$ cat config.mk
export PLATFORM = sky130hd
export DESIGN_NAME = mmio_bus_decoder
export DESIGN_NICKNAME = d
export VERILOG_FILES = /design/src/rtl/mmd_pkg.sv /design/src/rtl/mmd_region_match.sv /design/src/rtl/mmio_bus_decoder.sv
export SDC_FILE = /design/constraint.sdc
export NUM_CORES = 1
export LEC_CHECK = 0
export BUFFER_PORTS_ARGS = -buffer_cell sky130_fd_sc_hd__buf_2
export CAP_MARGIN = 20
export CORE_AREA = 2 2 119 121
export DETAILED_ROUTE_END_ITERATION = 16
export DIE_AREA = 0 0 121 123
export HOLD_SLACK_MARGIN = 0.1
export MAX_ROUTING_LAYER = met4
export PLACE_DENSITY = 0.8
export SYNTH_ARGS = -nofsm -noshare
export SYNTH_HDL_FRONTEND = slang
export SYNTH_SLANG_ARGS = --single-unit
export TNS_END_PERCENT = 100
$ cat constraint.sdc
create_clock -name clk -period 4.85 [get_ports clk]
set_input_delay 0.2425 -clock clk [delete_from_list [all_inputs] [get_ports clk]]
set_output_delay 0.2425 -clock clk [all_outputs]
set_load 0.01 [all_outputs]
$ cat src/rtl/mmd_pkg.sv
// Shared FSM state type and default memory map for the MMIO bus decoder.
package mmd_pkg;

    typedef enum logic [1:0] {
        IDLE   = 2'd0,
        ACCESS = 2'd1,
        RESP   = 2'd2,
        ERR    = 2'd3
    } mmd_state_t;

    // Default map: GPIO and UART are carved out of the data window, so they must keep lower indices.
    localparam logic [31:0] ADDR_PROGRAM_BASE  = 32'h0040_0000;
    localparam logic [31:0] ADDR_PROGRAM_LIMIT = 32'h0FFF_FFFF;
    localparam logic [31:0] ADDR_GPIO_BASE     = 32'h1001_0024;
    localparam logic [31:0] ADDR_GPIO_LIMIT    = 32'h1001_002B;
    localparam logic [31:0] ADDR_UART_BASE     = 32'h1001_002C;
    localparam logic [31:0] ADDR_UART_LIMIT    = 32'h1001_003B;
    localparam logic [31:0] ADDR_DATA_BASE     = 32'h1001_0000;
    localparam logic [31:0] ADDR_DATA_LIMIT    = 32'h7FFF_FFFF;

    localparam int MMD_MAX_SLV = 16;

endpackage

$ cat src/rtl/mmd_region_match.sv
// Combinational window check: hit when base <= addr <= limit (unsigned, inclusive).
module mmd_region_match #(
    parameter int AW = 32
) (
    input  logic [AW-1:0] i_base,
    input  logic [AW-1:0] i_limit,
    input  logic [AW-1:0] i_addr,
    output logic          o_hit
);

    assign o_hit = (i_addr >= i_base) && (i_addr <= i_limit);

endmodule

$ cat src/rtl/mmio_bus_decoder.sv
// Handshaked memory-map decoder between the uP load/store port and N_SLV slaves.
// Define MMD_TIMEOUT_EN to turn a missing slave ack into a bus error after TO_CYCLES.
module mmio_bus_decoder
    import mmd_pkg::*;
#(
    parameter int                  DW        = 32,
    parameter int                  AW        = 32,
    parameter int                  N_SLV     = 4,
    parameter logic [N_SLV*AW-1:0] BASE      = {ADDR_DATA_BASE, ADDR_UART_BASE,
                                                ADDR_GPIO_BASE, ADDR_PROGRAM_BASE},
    parameter logic [N_SLV*AW-1:0] LIMIT     = {ADDR_DATA_LIMIT, ADDR_UART_LIMIT,
                                                ADDR_GPIO_LIMIT, ADDR_PROGRAM_LIMIT},
    parameter int                  TO_CYCLES = 16
) (
    input  logic                clk,
    input  logic                rst_n,
    input  logic                cpu_req,
    input  logic                cpu_we,
    input  logic [AW-1:0]       cpu_addr,
    input  logic [DW-1:0]       cpu_wdata,
    output logic [DW-1:0]       cpu_rdata,
    output logic                cpu_ready,
    output logic                cpu_err,
    output logic [AW-1:0]       slv_addr,
    output logic [DW-1:0]       slv_wdata,
    output logic                slv_we,
    output logic [N_SLV-1:0]    slv_sel,
    input  logic [N_SLV*DW-1:0] slv_rdata,
    input  logic [N_SLV-1:0]    slv_ack
);

    localparam int IDX_W = (N_SLV > 1) ? $clog2(N_SLV) : 1;

    if (N_SLV < 1 || N_SLV > MMD_MAX_SLV || TO_CYCLES < 2 || TO_CYCLES > 255) begin : g_badParam
        $error("mmio_bus_decoder: N_SLV or TO_CYCLES out of range");
    end

    mmd_state_t       r_state;
    mmd_state_t       w_stateNext;
    logic [N_SLV-1:0] w_hit;
    logic [N_SLV-1:0] w_hitOnehot;
    logic [IDX_W-1:0] w_hitIdx;
    logic             w_anyHit;
    logic             w_accept;
    logic             w_ackSel;
    logic             w_timeout;

    logic [IDX_W-1:0] r_idx;
    logic [AW-1:0]    r_addr;
    logic [DW-1:0]    r_wdata;
    logic             r_slvWe;
    logic [N_SLV-1:0] r_sel;
    logic [DW-1:0]    r_rdata;
    logic             r_ready;
    logic             r_err;

    for (genvar g = 0; g < N_SLV; g++) begin : g_region
        mmd_region_match #(.AW(AW)) u_match (
            .i_base (BASE[g*AW +: AW]),
            .i_limit(LIMIT[g*AW +: AW]),
            .i_addr (cpu_addr),
            .o_hit  (w_hit[g])
        );
    end

    // Overlapping windows resolve to the lowest index.
    always_comb begin
        w_hitIdx = '0;
        for (int i = N_SLV - 1; i >= 0; i--) begin
            if (w_hit[i]) begin
                w_hitIdx = IDX_W'(i);
            end
        end
    end

    assign w_hitOnehot = w_hit & (~w_hit + N_SLV'(1));
    assign w_anyHit    = |w_hit;
    assign w_accept    = (r_state == IDLE) && cpu_req && w_anyHit;
    assign w_ackSel    = slv_ack[r_idx];

`ifdef MMD_TIMEOUT_EN
    logic [7:0] r_toCnt;

    always_ff @(posedge clk or negedge rst_n) begin
        if (!rst_n) begin
            r_toCnt <= 8'd0;
        end else if (r_state != ACCESS) begin
            r_toCnt <= 8'd0;
        end else begin
            r_toCnt <= r_toCnt + 8'd1;
        end
    end

    assign w_timeout = (r_state == ACCESS) && (r_toCnt == 8'(TO_CYCLES - 1));
`else
    assign w_timeout = 1'b0;
`endif

    always_ff @(posedge clk or negedge rst_n) begin
        if (!rst_n) begin
            r_state <= IDLE;
        end else begin
            r_state <= w_stateNext;
        end
    end

    // An ack arriving in the same cycle as the timeout still completes normally.
    always_comb begin
        w_stateNext = r_state;
        case (r_state)
            IDLE: begin
                if (cpu_req) begin
                    w_stateNext = w_anyHit ? ACCESS : ERR;
                end
            end
            ACCESS: begin
                if (w_ackSel) begin
                    w_stateNext = RESP;
                end else if (w_timeout) begin
                    w_stateNext = ERR;
                end
            end
            RESP:    w_stateNext = IDLE;
            ERR:     w_stateNext = IDLE;
            default: w_stateNext = IDLE;
        endcase
    end

    always_ff @(posedge clk or negedge rst_n) begin
        if (!rst_n) begin
            r_ready <= 1'b0;
            r_err   <= 1'b0;
            r_rdata <= '0;
        end else begin
            r_ready <= (w_stateNext == RESP) || (w_stateNext == ERR);
            r_err   <= (w_stateNext == ERR);
            if ((r_state == ACCESS) && w_ackSel && !r_slvWe) begin
                r_rdata <= slv_rdata[r_idx*DW +: DW];
            end else begin
                r_rdata <= '0;
            end
        end
    end

    // Select and write strobe only live while in ACCESS; address/data stay latched afterwards.
    always_ff @(posedge clk or negedge rst_n) begin
        if (!rst_n) begin
            r_idx   <= '0;
            r_addr  <= '0;
            r_wdata <= '0;
            r_slvWe <= 1'b0;
            r_sel   <= '0;
        end else begin
            if (w_accept) begin
                r_idx   <= w_hitIdx;
                r_addr  <= cpu_addr;
                r_wdata <= cpu_wdata;
                r_slvWe <= cpu_we;
                r_sel   <= w_hitOnehot;
            end else if (w_stateNext != ACCESS) begin
                r_slvWe <= 1'b0;
                r_sel   <= '0;
            end
        end
    end

    assign cpu_rdata = r_rdata;
    assign cpu_ready = r_ready;
    assign cpu_err   = r_err;
    assign slv_addr  = r_addr;
    assign slv_wdata = r_wdata;
    assign slv_we    = r_slvWe;
    assign slv_sel   = r_sel;

endmodule
==> summary.md, run 1 <==
| Metric | Value |
|---|---|
| Share of layout cells above drive strength 1 | `0.643` |
| Htree depth | `3` |
| Worst clock skew | `0.00844 ns` |
| P&R area growth vs syn | `40.4%` |
| Synth Area in XOR/XNOR | `0` |
| Switch Pwr | `1210 uW` |
| Commonest non-fill, non-tap cell in the layout | `buf_2` |
| WS Path Type | `flop to flop` |
| Drt first pass iters | `4` |
| Grt total ovfl | `0` |
| I/O pin total | `303` |
| Num Clock Sinks | `107` |
| Worst Hold Launch | `cpu_we` |
| DIE WIDTH | `121 um` |
| Post-synth top area share | `0.543` |
| Measured slew at the worst slew-check pin | `1.07 ns` |
| Starting DRC count in detailed routing | `156` |
| Sequential power share | `0.375` |
| CTS tree | `yes` |
| Worst Path Max Fanout | `66` |
| Num CTS Buffers | `9` |
| Synth Area in Adders | `0` |
| Die H | `123 um` |
| Setup violators final | `0` |
| Outcome | `finished clean` |
| Initial antenna violation count | `0` |
| RD Place Congestion | `0.855` |
| Area of the mapped netlist | `4930 um2` |
| Starting Density | `0.363` |
| Post-synthesis simple-gate area fraction | `0.0794` |
| Via count | `3,961` |
| Post-synth EDFFs | `0` |
| Setup crit start kind | `flop` |
| Net Sw Frac | `0.318` |
| Critical path required time | `5.07 ns` |
| Post-DRT Antenna Nets | `0` |
| Hold Path Depth | `2` |
| Syn avg cell area | `15.8 um2` |
| Fillers | `1,176` |
| P_leak | `0.00356 uW` |
| Post-synthesis cell count | `312` |
| Rows | `43` |
| Final period util | `0.478` |
| First-pass GRT wire length | `21,200 um` |
| Max Slew Vio Count | `0` |
| Post-DR vias/cell | `4.97` |
| Clock transition at the registers of the reported paths | `0.07 ns` |
| Distinct cells, synth | `39` |
| Commonest non-fill, non-tap cells in the layout | `buf_2, dfrtp_1, mux2_4, mux4_2, nor2b_1` |
| Clock network fraction of total power | `0.208` |
| Reg2reg setup slack | `2.53 ns` |
| Clock root buffer | `clkbuf_16` |
| Cell Pwr Density | `550 nW/um2` |
| Fin area | `6930 um2` |
| Maximum clock path buffer count | `2` |
| GRT Util Overall | `0.190` |
| Peak supply drop | `0.000164 V` |
| Die area | `14,900 um2` |
| Comb power frac | `0.417` |
| Synth top area cells | `dfrtp_1, mux4_2, mux2_4` |
| Detailed Route WL | `13,800 um` |
| Compound-gate portion of the synthesized area | `0.0284` |
| Placed cell areas | `6590 um2` |
| FF-to-FF End | `slv_wdata[2]` |
| Fin cells | `797` |
| Wire per inst | `17.3 um` |
| CP endpoint kind | `flop` |
| Worst r2r src | `r_state[0]` |
| Buffers on Ports | `302` |
| Core area | `13,600 um2` |
| Skew-Pair Late Insertion Delay | `0.34 ns` |
| Fin crit period | `2.32 ns` |
| Fin Hold WS | `0.116 ns` |
| Reg2Reg Depth | `5` |
| Unrepaired setup endpoints after global routing | `false` |
| Internal power | `2600 uW` |
| Async SR Flop Fraction | `1.00` |
| Final HPWL DP | `11,000 um` |
| Vias in the first global route | `4,196` |
| Fmax | `0.431 GHz` |
| Main combinational cell family by area after synthesis | `multiplexers` |
| Hold Vio Cnt, Final | `0` |
| Synthesized Nets | `512` |
| Final Core Density | `0.509` |
| Max Cap Viol | `0` |
| DR DRC count | `0` |
| Largest net degree at the start of global routing | `67` |
| Arr. time, crit path | `2.54 ns` |
| Post-synthesis mux area share | `0.323` |
| Setup TNS | `0 ns` |
| Slew margin rel. | `0.289` |
| Hold EP | `slv_we` |
| Nets | `811` |
| Sequential area share after synthesis | `0.543` |
| Placed Instances | `779` |
| Worst Hold Class | `input port to flop` |
| Synth warn | `0` |
| Seq cells post-synth | `107` |
| Main flop type after synthesis | `dfrtp_1` |
| Leading area contributor after synthesis | `dfrtp_1` |
-- cell families (layout without fill, tap and decap cells) --
kind of cell,Yosys count,after routing
and+or+nand+nor,66,66
muxes,96,96
AOI/OAI and AO/OA,19,19
buffers and inverters,24,328
other,0,1
DFF,107,107
-- per-layer routing --
layer  vias to the layer above  routed length, um  GRT usage
met4                         0                242     0.0640
met2                       204               7080      0.324
li1                       1752                  -          -
met1                      1986               5350      0.224
met3                        19               1080     0.0434
met5                         -                  0          -
-- cells in the mapped netlist, drive strengths merged (2+ instances only) --
cell type	number
a21oi	2
a21o	2
mux2	63
and2	2
nand3	4
nor3	2
dfrtp	107
or4	4
nor4	2
nor2	7
a31o	3
clkbuf	8
buf	11
mux4	33
nand4	2
inv	5
nand2	4
nor2b	33
o31ai	3
o21ai	2
-- state kept, by name (all words and copies together) (netlist names) --
| register | flops |
|---|---|
| slv_addr | 32 |
| r_state | 2 |
| slv_wdata | 32 |
| cpu_rdata | 32 |
| slv_sel | 4 |
| slv_we | 1 |
| cpu_ready | 1 |
| r_idx | 2 |
| cpu_err | 1 |
-- power by group through the flow --
| stage | combinational, uW | clock, uW | sequential (uW) |
|---|---|---|---|
| floorplan | 861 | 0 | 1580 |
| global placement | 1560 | 0 | 1420 |
| detailed placement | 1620 | 0 | 1440 |
| CTS | 1610 | 816 | 1430 |
| global route | 1720 | 862 | 1470 |
| finish | 1590 | 791 | 1430 |
-- stage by stage --
stage / total power [uW] / setup slack, ns
2_1_floorplan: 2450 / 2.91
3_3_place_gp: 2980 / 2.57
3_5_place_dp: 3060 / 2.45
4_1_cts: 3860 / 2.53
5_1_grt: 4060 / 2.38
6_report: 3810 / 2.53
-- worst max-delay path by stage --
stage          slack (ns)            end    startpoint  depth (start not counted)
3_3_place_gp         2.57  slv_wdata[31]  cpu_addr[22]                          6
5_1_grt              2.38  slv_wdata[19]    r_state[0]                          5
3_5_place_dp         2.45  slv_wdata[31]  cpu_addr[22]                          6
4_1_cts              2.53  slv_wdata[31]    r_state[0]                          5
6_report             2.53   slv_wdata[2]    r_state[0]                          5
2_1_floorplan        2.91    slv_addr[0]  cpu_addr[22]                          7
-- worst max-delay path, cell delays in order (launching register included) --
cell	delay [ns]
dfrtp_1	0.42
nor2_1	0.11
nand2_1	0.16
nor2_1	0.18
and2_4	0.87
mux2_1	0.40
-- repair_timing --
action / in CTS / in global routing
hold buffers: 1 / 0
hold endpoints to repair: 50 / 0
resized for setup: 0 / 0
setup buffers: 0 / 0
-- cell type report --
class | instances | area (um2) | area share
Multi-Input combinational cell | 181 | 2130 | 0.307
Clock inverter | 5 | 82.6 | 0.0119
Antenna cell | 1 | 2.50 | 0.000361
Sequential cell | 107 | 2680 | 0.387
Clock buffer | 11 | 243 | 0.0350
Inverter | 5 | 18.8 | 0.00271
Tap cell | 180 | 225 | 0.0325
Timing Repair Buffer | 307 | 1550 | 0.224
No activity file was read; power rests on OpenSTA's default activity.
==> inputs of run 2 (changes only) <==
Settings changed: CORE_AREA 2 2 119 121 to 2 2 117 119, DIE_AREA 0 0 121 123 to 0 0 119 121, PLACE_DENSITY 0.8 to 0.82.
Clock period 4.85 ns to 2.24 ns, I/O delays scaled along.
==> run 2 against run 1 <==
Clock power grew 97%; flip-flop and latch count unchanged; clock-buffer cell count down 2; sequential power grew 120%; utilization rose by 7.6 points; critical endpoint is now slv_sel[3]; largest power group unchanged.
==> summary.md, run 2 (synthesis results as in run 1) <==
| Metric | Value |
|---|---|
| Outcome | `finished clean (unchanged)` |
| Final period util | `0.986` |
| Worst Path Max Fanout | `2 (was 66)` |
| CTS tree | `yes (unchanged)` |
| Initial antenna violation count | `2 (was 0)` |
| Placed Instances | `780 (was 779)` |
| Clock transition at the registers of the reported paths | `0.07 ns (about the same)` |
| Fin area | `7650 um2 (was 6930 um2)` |
| Setup crit start kind | `input port (was flop)` |
| Cell Pwr Density | `1090 nW/um2 (was 550 nW/um2)` |
| Largest net degree at the start of global routing | `51 (was 67)` |
| Commonest non-fill, non-tap cells in the layout | `buf_2, dfrtp_1, dlygate4sd3_1, mux2_4 (was buf_2, dfrtp_1, mux2_4, mux4_2, nor2b_1)` |
| RD Place Congestion | `0.837 (was 0.855)` |
| Clock root buffer | `clkbuf_16 (unchanged)` |
| Via count | `4,254 (was 3,961)` |
| Slew margin rel. | `0.582 (was 0.289)` |
| Max Slew Vio Count | `0 (unchanged)` |
| Critical path required time | `2.45 ns (was 5.07 ns)` |
| Die H | `121 um (was 123 um)` |
| Skew-Pair Late Insertion Delay | `0.35 ns (was 0.34 ns)` |
| Post-DR vias/cell | `4.92 (was 4.97)` |
| Worst path max stage delay | `0.58 ns (was 0.87 ns)` |
| Final HPWL DP | `11,200 um (was 11,000 um)` |
| Fin cells | `864 (was 797)` |
| Setup violators final | `0 (unchanged)` |
| Max Cap Viol | `0 (unchanged)` |
| WS Path Type | `input port to flop (was flop to flop)` |
| Post-DRT Antenna Nets | `0 (unchanged)` |
| Worst Hold Class | `input port to flop (unchanged)` |
| Post-CTS setup buffers | `0 (unchanged)` |
| Detailed Route WL | `15,700 um (was 13,800 um)` |
| Maximum clock path buffer count | `2 (unchanged)` |
| Rows | `42 (was 43)` |
| Core area | `13,100 um2 (was 13,600 um2)` |
| Vias in the first global route | `4,657 (was 4,196)` |
| P_leak | `0.00386 uW (was 0.00356 uW)` |
| Starting DRC count in detailed routing | `215 (was 156)` |
| Die area | `14,400 um2 (was 14,900 um2)` |
| Placed cell areas | `6680 um2 (was 6590 um2)` |
| Num CTS Buffers | `9 (unchanged)` |
| Drt first pass iters | `4 (unchanged)` |
| GRT Util Overall | `0.224 (was 0.190)` |
| P&R area growth vs syn | `55.1% (was 40.4%)` |
| Starting Density | `0.377 (was 0.363)` |
| DIE WIDTH | `119 um (was 121 um)` |
| Num Clock Sinks | `107 (unchanged)` |
| Hold Vio Cnt, Final | `0 (unchanged)` |
| Cell chain of the critical path | `dlygate4sd3_1, buf_2, or4_1, o41ai_1, nand3_1, a21oi_1, o21ai_0 (was nor2_1, nand2_1, nor2_1, and2_4, mux2_1)` |
| Fmax | `0.453 GHz` |
| Fin crit period | `2.21 ns` |
| Htree depth | `3 (unchanged)` |
| First-pass GRT wire length | `24,200 um (was 21,200 um)` |
| Peak supply drop | `0.000474 V (was 0.000164 V)` |
| DR DRC count | `0 (unchanged)` |
| Setup TNS | `0 ns (unchanged)` |
| Buffers on Ports | `302 (unchanged)` |
| Wire per inst | `18.2 um (was 17.3 um)` |
| Nets | `881 (was 811)` |
| CP endpoint kind | `flop (unchanged)` |
| Arr. time, crit path | `2.41 ns (was 2.54 ns)` |
| Worst clock skew | `0.0166 ns (was 0.00844 ns)` |
| Worst path slowest cell | `or4_1 (was and2_4)` |
| Grt total ovfl | `0 (unchanged)` |
| I/O pin total | `303 (unchanged)` |
| Measured slew at the worst slew-check pin | `0.618 ns (was 1.07 ns)` |
| Commonest non-fill, non-tap cell in the layout | `buf_2 (unchanged)` |
| Share of layout cells above drive strength 1 | `0.592 (was 0.643)` |
run 2: changes by cell type in the layout (fill, tap and decap cells not counted), moves of 2 or more:
| cell | before | now |
|---|---|---|
| inv_8 | 0 | 2 |
| dlygate4sd3_1 | 1 | 66 |
| buf_12 | 0 | 4 |
| bufinv_16 | 2 | 0 |
run 2: per-layer routing:
metal,track usage,routed length [um]
met1,0.247,5910
met2,0.407,8450
met3,0.0338,917
met4,0.0893,469
met5,-,0
run 2: layout make-up:
cell class / instances / area [um2]
diodes: 2 / 5.00
well taps: 176 / 220
clock buffers: 9 / 225
multi-input cells: 181 / 2140
inverters: 5 / 18.8
fillers: 998 / 5430
flip-flops and latches: 107 / 2680
clock inverters: 7 / 68.8
repair buffers: 377 / 2290
run 2: critical path, delay by kind of cell:
family	cells	cell delay, ns
buffers and inverters	2	0.68
and+or+nand+nor	2	0.77
AOI/OAI and AO/OA	3	0.85
run 2: what timing repair did:
action,4_1_cts,5_1_grt
setup endpoints to repair,0,22
hold buffers,66,0
hold endpoints to repair,113,0
resized for setup,0,4
run 2: path summary, 6_finish.rpt:
check	cells past startpoint	end	slack (ns)	start
worst max-delay path	7	slv_sel[3]	0.03	cpu_addr[22]
worst min-delay path	3	r_state[0]	0.13	cpu_req
worst max register to register	6	slv_wdata[23]	0.41	r_state[0]
worst min register to register	1	slv_wdata[19]	0.48	slv_wdata[19]
max in group asynchronous	3	slv_addr[29]	1.18	rst_n
min in group asynchronous	2	slv_wdata[3]	0.34	rst_n
run 2: metrics by stage:
stage           util  hold WS [ns]  worst slack, ns  total power, uW
4_1_cts        0.583         0.128           0.0404             8350
2_1_floorplan      -        -0.184            0.429             5290
3_5_place_dp   0.510         0.177            0.231             6670
6_report       0.585         0.135           0.0313             8320
3_3_place_gp   0.510         0.161            0.328             6510
5_1_grt        0.585         0.152          -0.0510             8800
run 2: where the power goes:
part | internal [uW] | switching [uW]
Clock | 785 | 779
Sequential | 2700 | 421
Combinational | 2040 | 1600
Total | 5520 | 2800
==> inputs of run 3 (changes only) <==
Settings changed: ABC_AREA set to 1, CORE_AREA 2 2 117 119 to 2 2 116 118, DIE_AREA 0 0 119 121 to 0 0 118 120, PLACE_DENSITY 0.82 to 0.85.
==> run 3 against run 2 <==
Cell count is 48% higher; largest cell class is now non-clock buffers; synthesized cell count is 120% higher; area after synthesis is 6.3% higher.
==> summary.md, run 3 <==
| Metric | Value |
|---|---|
| Post-CTS setup buffers | `0 (unchanged)` |
| Post-DR vias/cell | `5.16 (was 4.92)` |
| DIE WIDTH | `118 um (was 119 um)` |
| Final Core Density | `0.646 (was 0.585)` |
| RD Place Congestion | `0.901 (was 0.837)` |
| Compound-gate portion of the synthesized area | `0.102 (was 0.0284)` |
| Share of layout cells above drive strength 1 | `0.309 (was 0.592)` |
| Max Cap Viol | `0 (unchanged)` |
| Drt first pass iters | `5 (was 4)` |
| Post-synthesis mux area share | `0 (was 0.323)` |
| CTS tree | `yes (unchanged)` |
| Post-synth EDFFs | `0 (unchanged)` |
| WS Path Type | `input port to flop (unchanged)` |
| Switch Pwr | `3680 uW (was 2800 uW)` |
| P_leak | `0.00460 uW (was 0.00386 uW)` |
| Skew-Pair Late Insertion Delay | `0.35 ns (about the same)` |
| Setup crit start kind | `input port (unchanged)` |
| Setup WS pre-CTS | `0.301 ns (was 0.231 ns)` |
| Final HPWL DP | `12,200 um (was 11,200 um)` |
| Max Slew Vio Count | `0 (unchanged)` |
| First-pass GRT wire length | `32,300 um (was 24,200 um)` |
| Slew margin rel. | `0.555 (was 0.582)` |
| Commonest non-fill, non-tap cells in the layout | `buf_2, nand2_1, nor2_1, dlygate4sd3_1, dfrtp_1 (was buf_2, dfrtp_1, dlygate4sd3_1, mux2_4)` |
| Commonest non-fill, non-tap cell in the layout | `buf_2 (unchanged)` |
| Outcome | `finished clean (unchanged)` |
| Setup violators final | `0 (unchanged)` |
| Worst Hold Class | `input port to flop (unchanged)` |
| P&R area growth vs syn | `59.8% (was 55.1%)` |
| Sequential power share | `0.350 (was 0.375)` |
| Buffers on Ports | `302 (unchanged)` |
| Post-synthesis simple-gate area fraction | `0.318 (was 0.0794)` |
| Largest net degree at the start of global routing | `66 (was 51)` |
| Die area | `14,200 um2 (was 14,400 um2)` |
| Fin crit period | `2.12 ns (was 2.21 ns)` |
| Grt total ovfl | `0 (unchanged)` |
| Num Clock Sinks | `107 (unchanged)` |
| Area of the mapped netlist | `5250 um2 (was 4930 um2)` |
| Wire per inst | `15.9 um (was 18.2 um)` |
| Most frequent cell after synthesis | `nand2_1 (was dfrtp_1)` |
| Worst Path Max Fanout | `65 (was 2)` |
| Detailed Route WL | `20,400 um (was 15,700 um)` |
| Syn avg cell area | `7.57 um2 (was 15.8 um2)` |
| Initial antenna violation count | `3 (was 2)` |
| Async SR Flop Fraction | `1.00 (unchanged)` |
| Fmax | `0.471 GHz (was 0.453 GHz)` |
| Peak supply drop | `0.000636 V (was 0.000474 V)` |
| I/O pin total | `303 (unchanged)` |
| Cell Pwr Density | `1060 nW/um2 (was 1090 nW/um2)` |
| Clock transition at the registers of the reported paths | `0.07 ns (about the same)` |
| Main flop type after synthesis | `dfrtp_1 (unchanged)` |
| Synth Area in Adders | `0 (unchanged)` |
| Net Sw Frac | `0.415 (was 0.336)` |
| Comb power frac | `0.459 (was 0.438)` |
| Vias in the first global route | `6,620 (was 4,657)` |
| GRT Util Overall | `0.294 (was 0.224)` |
| Unrepaired setup endpoints after global routing | `false` |
| Measured slew at the worst slew-check pin | `0.668 ns (was 0.618 ns)` |
| Core area | `13,000 um2 (was 13,100 um2)` |
| Starting Density | `0.404 (was 0.377)` |
| Worst clock skew | `0.00924 ns (was 0.0166 ns)` |
| Synth Area in XOR/XNOR | `0 (unchanged)` |
| Arr. time, crit path | `2.40 ns (was 2.41 ns)` |
| Final period util | `0.948 (was 0.986)` |
| Die H | `120 um (was 121 um)` |
| Main combinational cell family by area after synthesis | `simple AND/OR/NAND/NOR gates (was multiplexers)` |
| Htree depth | `3 (unchanged)` |
| Post-DRT Antenna Nets | `0 (unchanged)` |
| Nets | `1,293 (was 881)` |
| DR DRC count | `0 (unchanged)` |
| Clock root buffer | `clkbuf_16 (unchanged)` |
| Distinct cells, synth | `23 (was 39)` |
| Clock network fraction of total power | `0.191 (was 0.188)` |
| Fillers | `1,003 (was 998)` |
| Post-synth top area share | `0.510 (was 0.543)` |
| Rows | `42 (unchanged)` |
| Synth top area cells | `dfrtp_1, nand2_1, nor2_1 (was dfrtp_1, mux4_2, mux2_4)` |
| Critical path required time | `2.52 ns (was 2.45 ns)` |
| Synth warn | `0 (unchanged)` |
| Fin Hold WS | `0.0995 ns (was 0.135 ns)` |
| Hold Vio Cnt, Final | `0 (unchanged)` |
| Starting DRC count in detailed routing | `618 (was 215)` |
| Synthesized Nets | `893 (was 512)` |
| CP endpoint kind | `flop (unchanged)` |
| Setup TNS | `0 ns (unchanged)` |
| Final WS setup | `0.116 ns (was 0.0313 ns)` |
| Post-synthesis cell count | `693 (was 312)` |
| Via count | `6,583 (was 4,254)` |
| Seq cells post-synth | `107 (unchanged)` |
| Num CTS Buffers | `9 (unchanged)` |
| Maximum clock path buffer count | `2 (unchanged)` |
| Leading area contributor after synthesis | `dfrtp_1 (unchanged)` |
| Internal power | `5190 uW (was 5520 uW)` |
| Sequential area share after synthesis | `0.510 (was 0.543)` |
| Post-synth top cells | `nand2_1, nor2_1, dfrtp_1 (was dfrtp_1, mux2_4, mux4_2, nor2b_1, mux2_1)` |
run 3: logic make-up after synthesis:
group,Yosys count
DFF,107
AOI/OAI and AO/OA,106
and+or+nand+nor,408
buffers and inverters,72
run 3: stage by stage:
| step | instances | total power, uW | instance area, um2 |
|---|---|---|---|
| after floorplan | 693 | 5400 | 5250 |
| final | 1277 | 8870 | 8380 |
| after global routing | 1277 | 9470 | 8380 |
| after global placement | 1136 | 6760 | 6830 |
| after detailed placement | 1136 | 6870 | 6830 |
| after CTS | 1274 | 8740 | 8370 |
run 3: critical path, stage by stage:
cell	delay [ns]
dlygate4sd3_1	0.56
buf_2	0.15
nor2_1	0.12
nand2_1	0.14
o21ai_0	0.38
nand3_2	0.17
nand2_2	0.09
buf_6	0.38
nand2_1	0.14
nand2_1	0.12
run 3: what timing repair did:
item                       4_1_cts  5_1_grt
hold buffers                   122        0
hold endpoints to repair       142        0
setup endpoints to repair        0       63
resized for setup                0        1
run 3: worst paths after layout:
kind,cells past startpoint,startpoint,end,slack (ns)
min,3,slv_rdata[98],cpu_rdata[2],0.1
max reg2reg,8,r_idx[1],cpu_rdata[3],0.43
max in group asynchronous,3,rst_n,slv_wdata[8],1.21
min in group asynchronous,2,rst_n,cpu_rdata[21],0.35
min reg2reg,2,slv_wdata[21],slv_wdata[21],0.47
max,10,cpu_addr[26],slv_wdata[2],0.12
run 3: final cells by class:
class,count,area (um2),area share
repair buffers,435,2860,0.341
flip-flops and latches,107,2680,0.320
multi-input cells,514,2200,0.262
clock buffers,12,267,0.0318
well taps,176,220,0.0263
inverters,26,97.6,0.0116
clock inverters,4,55.1,0.00657
diodes,3,7.51,0.000895
run 3: power by group through the flow:
stage | clock network, uW | logic, uW | registers (uW)
floorplan | 0 | 1990 | 3410
global placement | 0 | 3680 | 3080
global route | 1810 | 4480 | 3180
CTS | 1720 | 3950 | 3070
finish | 1690 | 4070 | 3110
detailed placement | 0 | 3790 | 3080
run 3: metal layers:
metal,track usage,vias to the layer above,part of all wire
li1,-,3018,-
met1,0.323,3049,0.36
met2,0.483,422,0.50
met5,-,-,0
met4,0.206,0,0.058
met3,0.0580,94,0.079
